==> src/rtl/pfd_cal_sequencer_if.sv <==
// Handshake and write-port bundle between the PFD calibration sequencer and its controller/offset RAM.
// The master side requests runs and supplies offsets; the slave side is the sequencer itself.
interface pfd_cal_sequencer_if #(
  parameter int N_SLICES = 16,
  parameter int OFS_W    = 8,
  parameter int WAIT_W   = 16
);
  localparam int IDX_W = $clog2(N_SLICES);
  localparam int SUM_W = OFS_W + IDX_W;

  logic                start;
  logic                abort;
  logic [WAIT_W-1:0]   wait_cycles;
  logic [OFS_W-1:0]    pfd_offset_in;
  logic [N_SLICES-1:0] en_pfd_cal;
  logic [IDX_W-1:0]    slice_sel;
  logic                wr_en;
  logic [IDX_W-1:0]    wr_addr;
  logic [OFS_W-1:0]    wr_data;
  logic [SUM_W-1:0]    offset_sum;
  logic                busy;
  logic                done;
  logic                aborted;

  modport master (
    output start, abort, wait_cycles, pfd_offset_in,
    input  en_pfd_cal, slice_sel, wr_en, wr_addr, wr_data, offset_sum, busy, done, aborted
  );

  modport slave (
    input  start, abort, wait_cycles, pfd_offset_in,
    output en_pfd_cal, slice_sel, wr_en, wr_addr, wr_data, offset_sum, busy, done, aborted
  );
endinterface

==> src/rtl/pfd_cal_sequencer.sv <==
// Walks every ADC slice through enable / settle / capture, writes each captured PFD offset
// to the offset store and keeps a non-wrapping signed running sum of all captures.
module pfd_cal_sequencer #(
  parameter int N_SLICES = 16,
  parameter int OFS_W    = 8,
  parameter int WAIT_W   = 16
) (
  input logic                 clk,
  input logic                 rst,
  pfd_cal_sequencer_if.slave  bus
);
  localparam int IDX_W = $clog2(N_SLICES);
  localparam int SUM_W = OFS_W + IDX_W;

  typedef enum logic [2:0] {
    S_IDLE,
    S_ENABLE,
    S_SETTLE,
    S_CAPTURE,
    S_DONE
  } state_e;

  state_e              state_q;
  logic [IDX_W-1:0]    slice_idx_q;
  logic [WAIT_W-1:0]   cnt_q;
  logic [WAIT_W-1:0]   wait_q;
  logic [SUM_W-1:0]    sum_q;
  logic                en_act_q;
  logic                cap_q;
  logic                busy_q;
  logic                done_q;
  logic                aborted_q;

  logic [WAIT_W-1:0]   wait_d;
  logic [SUM_W-1:0]    sum_d;
  logic                last_slice;

  // A zero settle request still needs one settle cycle so the counter exit condition is reachable.
  assign wait_d     = (bus.wait_cycles == '0) ? WAIT_W'(1) : bus.wait_cycles;
  assign sum_d      = sum_q + {{IDX_W{bus.pfd_offset_in[OFS_W-1]}}, bus.pfd_offset_in};
  assign last_slice = (slice_idx_q == IDX_W'(N_SLICES - 1));

  // NOTE: every register here uses non-blocking assignment so all state updates see pre-edge values.
  always_ff @(posedge clk or posedge rst) begin
    if (rst) begin
      state_q     <= S_IDLE;
      slice_idx_q <= '0;
      cnt_q       <= '0;
      wait_q      <= WAIT_W'(1);
      sum_q       <= '0;
      en_act_q    <= 1'b0;
      cap_q       <= 1'b0;
      busy_q      <= 1'b0;
      done_q      <= 1'b0;
      aborted_q   <= 1'b0;
    end else begin
      done_q    <= 1'b0;
      aborted_q <= 1'b0;
      if (state_q != S_IDLE && bus.abort) begin
        state_q   <= S_IDLE;
        en_act_q  <= 1'b0;
        cap_q     <= 1'b0;
        busy_q    <= 1'b0;
        aborted_q <= 1'b1;
      end else begin
        unique case (state_q)
          S_IDLE: begin
            if (bus.start) begin
              slice_idx_q <= '0;
              sum_q       <= '0;
              wait_q      <= wait_d;
              en_act_q    <= 1'b1;
              busy_q      <= 1'b1;
              state_q     <= S_ENABLE;
            end
          end
          S_ENABLE: begin
            cnt_q   <= wait_q;
            state_q <= S_SETTLE;
          end
          S_SETTLE: begin
            cnt_q <= cnt_q - 1'b1;
            if (cnt_q <= WAIT_W'(1)) begin
              cap_q   <= 1'b1;
              state_q <= S_CAPTURE;
            end
          end
          S_CAPTURE: begin
            sum_q <= sum_d;
            cap_q <= 1'b0;
            if (last_slice) begin
              en_act_q <= 1'b0;
              done_q   <= 1'b1;
              state_q  <= S_DONE;
            end else begin
              slice_idx_q <= slice_idx_q + 1'b1;
              state_q     <= S_ENABLE;
            end
          end
          S_DONE: begin
            busy_q  <= 1'b0;
            state_q <= S_IDLE;
          end
          default: state_q <= S_IDLE;
        endcase
      end
    end
  end

  // The write strobe is gated by abort in the same cycle so an abort during CAPTURE suppresses the write.
  assign bus.wr_en      = cap_q & ~bus.abort;
  assign bus.wr_addr    = cap_q ? slice_idx_q : '0;
  assign bus.wr_data    = cap_q ? bus.pfd_offset_in : '0;
  assign bus.en_pfd_cal = en_act_q ? ({{(N_SLICES-1){1'b0}}, 1'b1} << slice_idx_q) : '0;
  assign bus.slice_sel  = slice_idx_q;
  assign bus.offset_sum = sum_q;
  assign bus.busy       = busy_q;
  assign bus.done       = done_q;
  assign bus.aborted    = aborted_q;
endmodule

==> src/flat_wrapper.sv <==
// flat-port wrapper written by rule: the top's interface ports become plain ports
module pfd_cal_sequencer_flat 
#(
  parameter int N_SLICES = 16,
  parameter int OFS_W    = 8,
  parameter int WAIT_W   = 16
)
  (clk, rst, bus_start, bus_abort, bus_wait_cycles, bus_pfd_offset_in, bus_en_pfd_cal, bus_slice_sel, bus_wr_en, bus_wr_addr, bus_wr_data, bus_offset_sum, bus_busy, bus_done, bus_aborted);
  pfd_cal_sequencer_if #(.N_SLICES(N_SLICES), .OFS_W(OFS_W), .WAIT_W(WAIT_W)) bus_i ();
  input logic clk;
  input logic rst;
  input wire logic [$bits(bus_i.start)-1:0] bus_start;
  input wire logic [$bits(bus_i.abort)-1:0] bus_abort;
  input wire logic [$bits(bus_i.wait_cycles)-1:0] bus_wait_cycles;
  input wire logic [$bits(bus_i.pfd_offset_in)-1:0] bus_pfd_offset_in;
  output wire logic [$bits(bus_i.en_pfd_cal)-1:0] bus_en_pfd_cal;
  output wire logic [$bits(bus_i.slice_sel)-1:0] bus_slice_sel;
  output wire logic [$bits(bus_i.wr_en)-1:0] bus_wr_en;
  output wire logic [$bits(bus_i.wr_addr)-1:0] bus_wr_addr;
  output wire logic [$bits(bus_i.wr_data)-1:0] bus_wr_data;
  output wire logic [$bits(bus_i.offset_sum)-1:0] bus_offset_sum;
  output wire logic [$bits(bus_i.busy)-1:0] bus_busy;
  output wire logic [$bits(bus_i.done)-1:0] bus_done;
  output wire logic [$bits(bus_i.aborted)-1:0] bus_aborted;
  assign bus_i.start = bus_start;
  assign bus_i.abort = bus_abort;
  assign bus_i.wait_cycles = bus_wait_cycles;
  assign bus_i.pfd_offset_in = bus_pfd_offset_in;
  assign bus_en_pfd_cal = bus_i.en_pfd_cal;
  assign bus_slice_sel = bus_i.slice_sel;
  assign bus_wr_en = bus_i.wr_en;
  assign bus_wr_addr = bus_i.wr_addr;
  assign bus_wr_data = bus_i.wr_data;
  assign bus_offset_sum = bus_i.offset_sum;
  assign bus_busy = bus_i.busy;
  assign bus_done = bus_i.done;
  assign bus_aborted = bus_i.aborted;
  pfd_cal_sequencer #(.N_SLICES(N_SLICES), .OFS_W(OFS_W), .WAIT_W(WAIT_W)) u_core (.clk(clk), .rst(rst), .bus(bus_i));
endmodule
==> config.mk <==
export PLATFORM = sky130hd
export DESIGN_NAME = pfd_cal_sequencer_flat
export DESIGN_NICKNAME = d
export VERILOG_FILES = /design/src/rtl/pfd_cal_sequencer_if.sv /design/src/rtl/pfd_cal_sequencer.sv /design/src/flat_wrapper.sv
export SDC_FILE = /design/constraint.sdc
export NUM_CORES = 1
export LEC_CHECK = 0
export CAP_MARGIN = 0
export CELL_PAD_IN_SITES_DETAIL_PLACEMENT = 1
export CELL_PAD_IN_SITES_GLOBAL_PLACEMENT = 2
export CORE_MARGIN = 10
export CORE_UTILIZATION = 30
export DETAILED_ROUTE_END_ITERATION = 8
export GPL_TIMING_DRIVEN = 0
export PLACE_DENSITY = 0.84
export SLEW_MARGIN = 20
export SYNTH_ARGS = -nofsm -noshare
export SYNTH_HDL_FRONTEND = slang
export SYNTH_SLANG_ARGS = --single-unit
==> constraint.sdc <==
create_clock -name clk -period 2.6 [get_ports clk]
set_input_delay 0.39 -clock clk [delete_from_list [all_inputs] [get_ports clk]]
set_output_delay 0.39 -clock clk [all_outputs]
set_load 0.1 [all_outputs]
==> results of run 1 <==
[logic make-up (layout without fill, tap and decap cells)]
| kind of cell | after synthesis | in the layout |
|---|---|---|
| AOI/OAI and AO/OA | 97 | 97 |
| xor gates and xnor gates | 11 | 11 |
| muxes | 16 | 16 |
| and+or+nand+nor | 142 | 142 |
| DFF | 56 | 56 |
| adders and majority gates | 20 | 20 |
| buffers and inverters | 30 | 114 |
[routing by layer]
| layer | track usage, % | vias to the layer above |
|---|---|---|
| met5 | 0 | - |
| met4 | 3.08 | 0 |
| met3 | 2.52 | 9 |
| met2 | 22.6 | 81 |
| met1 | 15.5 | 1516 |
| li1 | - | 1479 |
[per-stage QoR]
step                total power, uW  area [sq um]  cells  setup slack, ps  hold WS (ps)
global placement               4460          4360    587             -545           485
CTS                            5080          4480    596             47.9           414
global route                   5430          4490    596             1.06           427
detailed placement             4560          4380    588             -283           503
finish                         5030          4490    596              112           411
floorplan                      3760          3430    372             -263           462
[cell type report]
class | instances | area, sq um
fill | 1283 | 6400
multi-input combinational | 286 | 1920
sequential | 56 | 1410
timing repair buffer | 76 | 778
tap | 140 | 175
buffer | 17 | 72.6
clock buffer | 5 | 68.8
inverter | 13 | 51.3
clock inverter | 3 | 23.8
[path summary, 6_finish.rpt]
kind	from	slack, ps	to
max reg2reg	u_core.bus.offset_sum[0]	320	u_core.bus.offset_sum[8]
max in group asynchronous	rst	1690	u_core.bus.offset_sum[3]
max	bus_pfd_offset_in[7]	110	bus_wr_data[7]
min in group clk	u_core.cnt_q[12]	520	u_core.cnt_q[12]
min reg2reg	u_core.cnt_q[12]	520	u_core.cnt_q[12]
min	rst	410	u_core.wait_q[7]
[worst register-to-register path, stage by stage (launching register included)]
cell and delay, ps:
dfrtp_1 410, ha_1 230, fa_1 420, a21o_1 190
a21oi_2 190, o21ai_0 170, a31oi_1 250, xor2_1 160
o21ai_0 100
[layout by cell type (no fill, tap or decap), types with 4 or more instances in the layout]
cell              n
dlygate4sd2_1    12
buf_2             5
o211ai_1          4
ha_1             19
clkdlybuf4s15_2  16
clkdlybuf4s50_1  46
clkbuf_1         10
nand3_1           8
clkbuf_8          5
nand2_1          34
nor3_1           10
mux2_2           15
xor2_1            5
nor4_1            4
nor2_2            8
inv_1            11
a21oi_1          25
a21o_1            6
nor2b_1           4
o21ai_0          31
nor2_1           33
xnor2_1           6
and2_1           13
dfrtp_1          52
[where the power goes]
group,leakage (uW),internal (uW),switching [uW]
Combinational,0.00114,962,1960
Clock,0.0000404,192,313
Sequential,0.000690,1250,352
Total,0.00187,2410,2620
[registers in the layout (all words and copies together), names as in the netlist]
register               cells
u_core.cnt_q              16
u_core.wait_q             16
u_core.bus.offset_sum     12
u_core.bus.slice_sel       4
u_core.state_q             3
u_core.bus.aborted         1
u_core.bus.busy            1
u_core.bus.done            1
u_core.cap_q               1
u_core.en_act_q            1
[what timing repair did]
| action | 4_1_cts | 5_1_grt |
|---|---|---|
| setup buffers | 0 | 0 |
| pin swaps | 0 | 1 |
| resized for setup | 62 | 3 |
| setup endpoints to repair | 28 | 3 |
==> out/metrics.cfg, run 1 <==
[route]
met3_length_um = 496
vias_per_cell = 5.18
drtPass1Iterations = 4
drt-initial-drc-count = 152
num_vias = 3085
ant_nets = 0
highest_layer = met4
routed-wl-met2_um = 4960
wirelength_um = 10200
post-route-drc-count = 0
wire_per_inst_um = 17.1
drt-met1-wl_um = 4640

[floorplan]
die_area_sq_um = 15800
die_h_um = 126
num_rows = 38
die_w_um = 126
io_pins = 76
core-area_sq_um = 10900
start_util_pct = 30.8

[logic_synthesis]
synth_ff_type = dfrtp_1
synth_seq_cells = 56
synthAdderAreaFrac_pct = 7.68
synth_compound_area_share_pct = 18.2
ys_types = 50
syn_inst = 372
synth_top_family_by_area = simple AND/OR/NAND/NOR gates
synth_fp_nets = 420
synth-xor-area-share_pct = 2.87
synth.most_common_cell = dfrtp_1
synth_edf_count = 0
synth_area_sq_um = 3350
synth_top_area_share_pct = 41.0
syn_avg_cell_area_sq_um = 9.02
netlist_top_cells_area = dfrtp_1 (41%), ha_1 (7.1%), mux2_2 (5.0%)
async_flop_share_pct = 100
muxShareOfSynthArea_pct = 5.33
yosysTopAreaCell = dfrtp_1
ys_seq_area_share_pct = 41.8
synthSimpleGateAreaFrac_pct = 20.6
synth_commonest_cells = dfrtp_1 (55), nor2_1 (44), nand2_1 (34)
yosysWarningCount = 0

[sta]
slew-limit-headroom_pct = 31.1
post-route-period-util_pct = 95.7
rsz0062_at_grt = no
finalSetupViolCount = 0
max_freq_mhz = 402
tightest_slew_ps = 1030
final_hold_viol_count = 0
fin_worst_skew_ps = 12.1
min_period_ps = 2490
fin_tns_setup_ps = 0
maxSlewViolCount = 0

[critical_path]
cpMaxStageDelayCell = dlygate4sd2_1
crit_family = buffers and inverters
crit_arrival_ps = 2100
cp-start-kind = input port
crit_type = in -> out
crit_chain = clkdlybuf4s50_1 > and2_1 > dlygate4sd2_1
max_stage_delay_ps = 880
r2r_cells = 8
crit_buf_inv = 2
worstPathRequired_ps = 2210
end_kind = output pin
critical_path_peak_fanout = 8
crit_cells = 3

[pwr]
ir_drop_uv = 536
power_leakage_uw = 0.00187
pwr_density_cell_nw_per_um2 = 1120

[clock_tree]
numCtsBuffers = 5
clock_sinks = 56
tritoncts = yes
htreeDepth = 2
postCtsHoldBufs = 0
clk_pin_slew_ps = 110
clk_latency_ps = 320
cts-root-buf = clkbuf_8
cts_buffer_depth = 2

[global_route]
grt_start_max_net_pins = 30
grt_pass1_vias = 3332
grt_use_total_pct = 12.7
antenna_found_initial = 0
grt_pass1_wl_um = 17200
globalRouteOverflowTotal = 0

[layout]
insertedDiodeCount = 0
fin_util_pct = 41.3
drive_gt1_share_pct = 17.3
num-nets-final = 503
syn2layout_area_growth_pct = 33.9

[min_path]
holdCritPathClass = in -> async

[placed_design]
gp_congestion = 0.868
portBuffers = 75
hpwlAfterDp_um = 8100

[job]
cap_violations = 0

[run_status]
status = finished clean

No activity file was read; power rests on OpenSTA's default activity.
==> run 2: changes to the inputs <==
--- a/config.mk
+++ b/config.mk
@@ -9,10 +9,10 @@
 export CELL_PAD_IN_SITES_DETAIL_PLACEMENT = 1
 export CELL_PAD_IN_SITES_GLOBAL_PLACEMENT = 2
 export CORE_MARGIN = 10
-export CORE_UTILIZATION = 30
+export CORE_UTILIZATION = 33
 export DETAILED_ROUTE_END_ITERATION = 8
 export GPL_TIMING_DRIVEN = 0
-export PLACE_DENSITY = 0.84
+export PLACE_DENSITY = 0.9
 export SLEW_MARGIN = 20
 export SYNTH_ARGS = -nofsm -noshare
 export SYNTH_HDL_FRONTEND = slang
==> constraint.sdc (replaced) <==
create_clock -name clk -period 3.1 [get_ports clk]
set_input_delay 0.465 -clock clk [delete_from_list [all_inputs] [get_ports clk]]
set_output_delay 0.465 -clock clk [all_outputs]
set_load 0.1 [all_outputs]
==> out/metrics.cfg, run 2 (synthesized netlist as in run 1, its figures left out) <==
[run_status]
status = finished clean

[floorplan]
die_w_um = 121  ; -3.9%
start_util_pct = 34.2  ; +3.4 points
die_area_sq_um = 14600  ; -7.7%
core-area_sq_um = 9820  ; -9.8%
die_h_um = 121  ; -3.9%
num_rows = 36  ; -5.3%
io_pins = 76  ; unchanged

[critical_path]
cp-start-kind = flop
crit_type = reg -> out
rr_startpoint = u_core.bus.offset_sum[0]
reg2reg_slack_ps = 750  ; +430 ps
end_kind = output pin
worstPathRequired_ps = 2630  ; +420 ps
reg2reg_to = u_core.bus.offset_sum[8]
crit_arrival_ps = 2520  ; +420 ps
critical_path_peak_fanout = 8  ; unchanged
r2r_cells = 8  ; unchanged

[placed_design]
hpwlAfterDp_um = 8010  ; -1.0%
gp_congestion = 0.821  ; -5.5%
dpl_cell_area_sq_um = 4330  ; -1.0%
portBuffers = 75  ; unchanged
dp.cells = 581  ; -1.2%

[layout]
final_common_cell = clkdlybuf4s50_1
syn2layout_area_growth_pct = 32.9
layoutNonFillerInstCount = 589  ; -1.2%
drive_gt1_share_pct = 11.0  ; -6.4 points
num-nets-final = 503  ; unchanged
final_cell_mix = clkdlybuf4s50_1 (62), dfrtp_1 (55), nor2_1 (37)
final_area_sq_um = 4460  ; -0.78%
area.sequential_sq_um = 1400  ; -0.27%
insertedDiodeCount = 0  ; unchanged
fin_util_pct = 45.4  ; +4.1 points
fillers = 1199  ; -6.5%
multi_input_area_sq_um = 1870  ; -2.6%

[sta]
fin_tns_setup_ps = 0  ; unchanged
max_freq_mhz = 335
min_period_ps = 2990
tightest_slew_ps = 1010  ; -21.6 ps
fin_worst_skew_ps = 18.7  ; +6.58 ps
slew-limit-headroom_pct = 32.4  ; +1.3 points
post-route-period-util_pct = 96.3
maxSlewViolCount = 0  ; unchanged
final_hold_viol_count = 0  ; unchanged
finalSetupViolCount = 0  ; unchanged
rsz0062_at_grt = no

[route]
vias_per_cell = 5.22  ; +0.83%
post-route-drc-count = 0  ; unchanged
drt-initial-drc-count = 125  ; -18%
wire_per_inst_um = 17.3  ; +1.2%
ant_nets = 0  ; unchanged
wirelength_um = 10200  ; unchanged
drtPass1Iterations = 4  ; unchanged
num_vias = 3074  ; -0.36%

[pwr]
ir_drop_uv = 475  ; -11%
power_leakage_uw = 0.00203  ; +8.2%
pwr_density_cell_nw_per_um2 = 945  ; -16%

[min_path]
hold_end = u_core.wait_q[15]
holdCritPathClass = reg -> reg
hold-path-cell-count = 1
min_from = u_core.wait_q[15]

[clock_tree]
clk_latency_ps = 320  ; about the same
tritoncts = yes
cts-root-buf = clkbuf_8
clk_pin_slew_ps = 120  ; about the same
htreeDepth = 2  ; unchanged
cts_setup_buffers = 0  ; unchanged
cts_buffer_depth = 2  ; unchanged
clock_sinks = 56  ; unchanged
cts_resized = 1  ; -98%
numCtsBuffers = 5  ; unchanged
postCtsHoldBufs = 0  ; unchanged

[global_route]
grt_use_total_pct = 13.8  ; +1.1 points
globalRouteOverflowTotal = 0  ; unchanged
grt_pass1_wl_um = 16800  ; -2.3%
antenna_found_initial = 0  ; unchanged
grt_start_max_net_pins = 57  ; +90%
grt_pass1_vias = 3266  ; -2.0%

[job]
cap_violations = 0  ; unchanged

-- run 2: changes by cell type in the layout (fill, tap and decap cells not counted), moves of 3 or more --
cell,previous run,this run
dfrtp_1,52,55
nor2_1,33,37
clkdlybuf4s15_2,16,0
dfrtp_2,3,0
nor2_4,3,0
dlygate4sd2_1,12,1
clkdlybuf4s50_1,46,62
dlymetal6s2s_1,1,12
-- run 2: routing by layer --
metal,wire length [um],GRT usage (%),up-vias
met5,0,0,-
met4,144,4.30,0
li1,-,-,1485
met1,4740,17.4,1523
met3,315,1.86,8
met2,5010,23.8,58
-- run 2: cell type report --
cell class / instances / share of cell area (%)
clock buffers: 5 / 1.54
multi-input cells: 286 / 41.9
repair buffers: 76 / 18.1
flip-flops and latches: 56 / 31.5
inverters: 13 / 1.15
plain buffers: 17 / 1.57
clock inverters: 3 / 0.561
well taps: 133 / 3.73
-- run 2: worst max-delay path: stages, from the launching register on --
cell and delay [ps]:
dfrtp_1 490, ha_1 240, ha_1 180, nand2_1 70, nor2_2 80, clkdlybuf4s50_1 1140
-- run 2: worst max-delay path by stage --
stage	from	to
2_1_floorplan	u_core.bus.slice_sel[0]	bus_en_pfd_cal[3]
3_5_place_dp	bus_pfd_offset_in[7]	u_core.bus.offset_sum[11]
6_report	u_core.bus.slice_sel[0]	bus_en_pfd_cal[7]
5_1_grt	u_core.bus.slice_sel[0]	bus_en_pfd_cal[7]
4_1_cts	u_core.bus.slice_sel[3]	bus_en_pfd_cal[9]
3_3_place_gp	rst	u_core.bus.slice_sel[1]
-- run 2: report_power, final --
group          internal (uW)  switching (uW)  total [uW]
Sequential              1050             293        1340
Clock                    166             265         431
Combinational            805            1630        2440
-- run 2: through the flow --
stage | hold slack [ps] | worst slack, ps | power [uW]
after floorplan | 462 | -143 | 3130
after global placement | 484 | 127 | 3710
after detailed placement | 496 | 51.9 | 3810
after CTS | 524 | 2.06 | 4250
after global routing | 538 | 10.9 | 4530
final | 515 | 113 | 4210
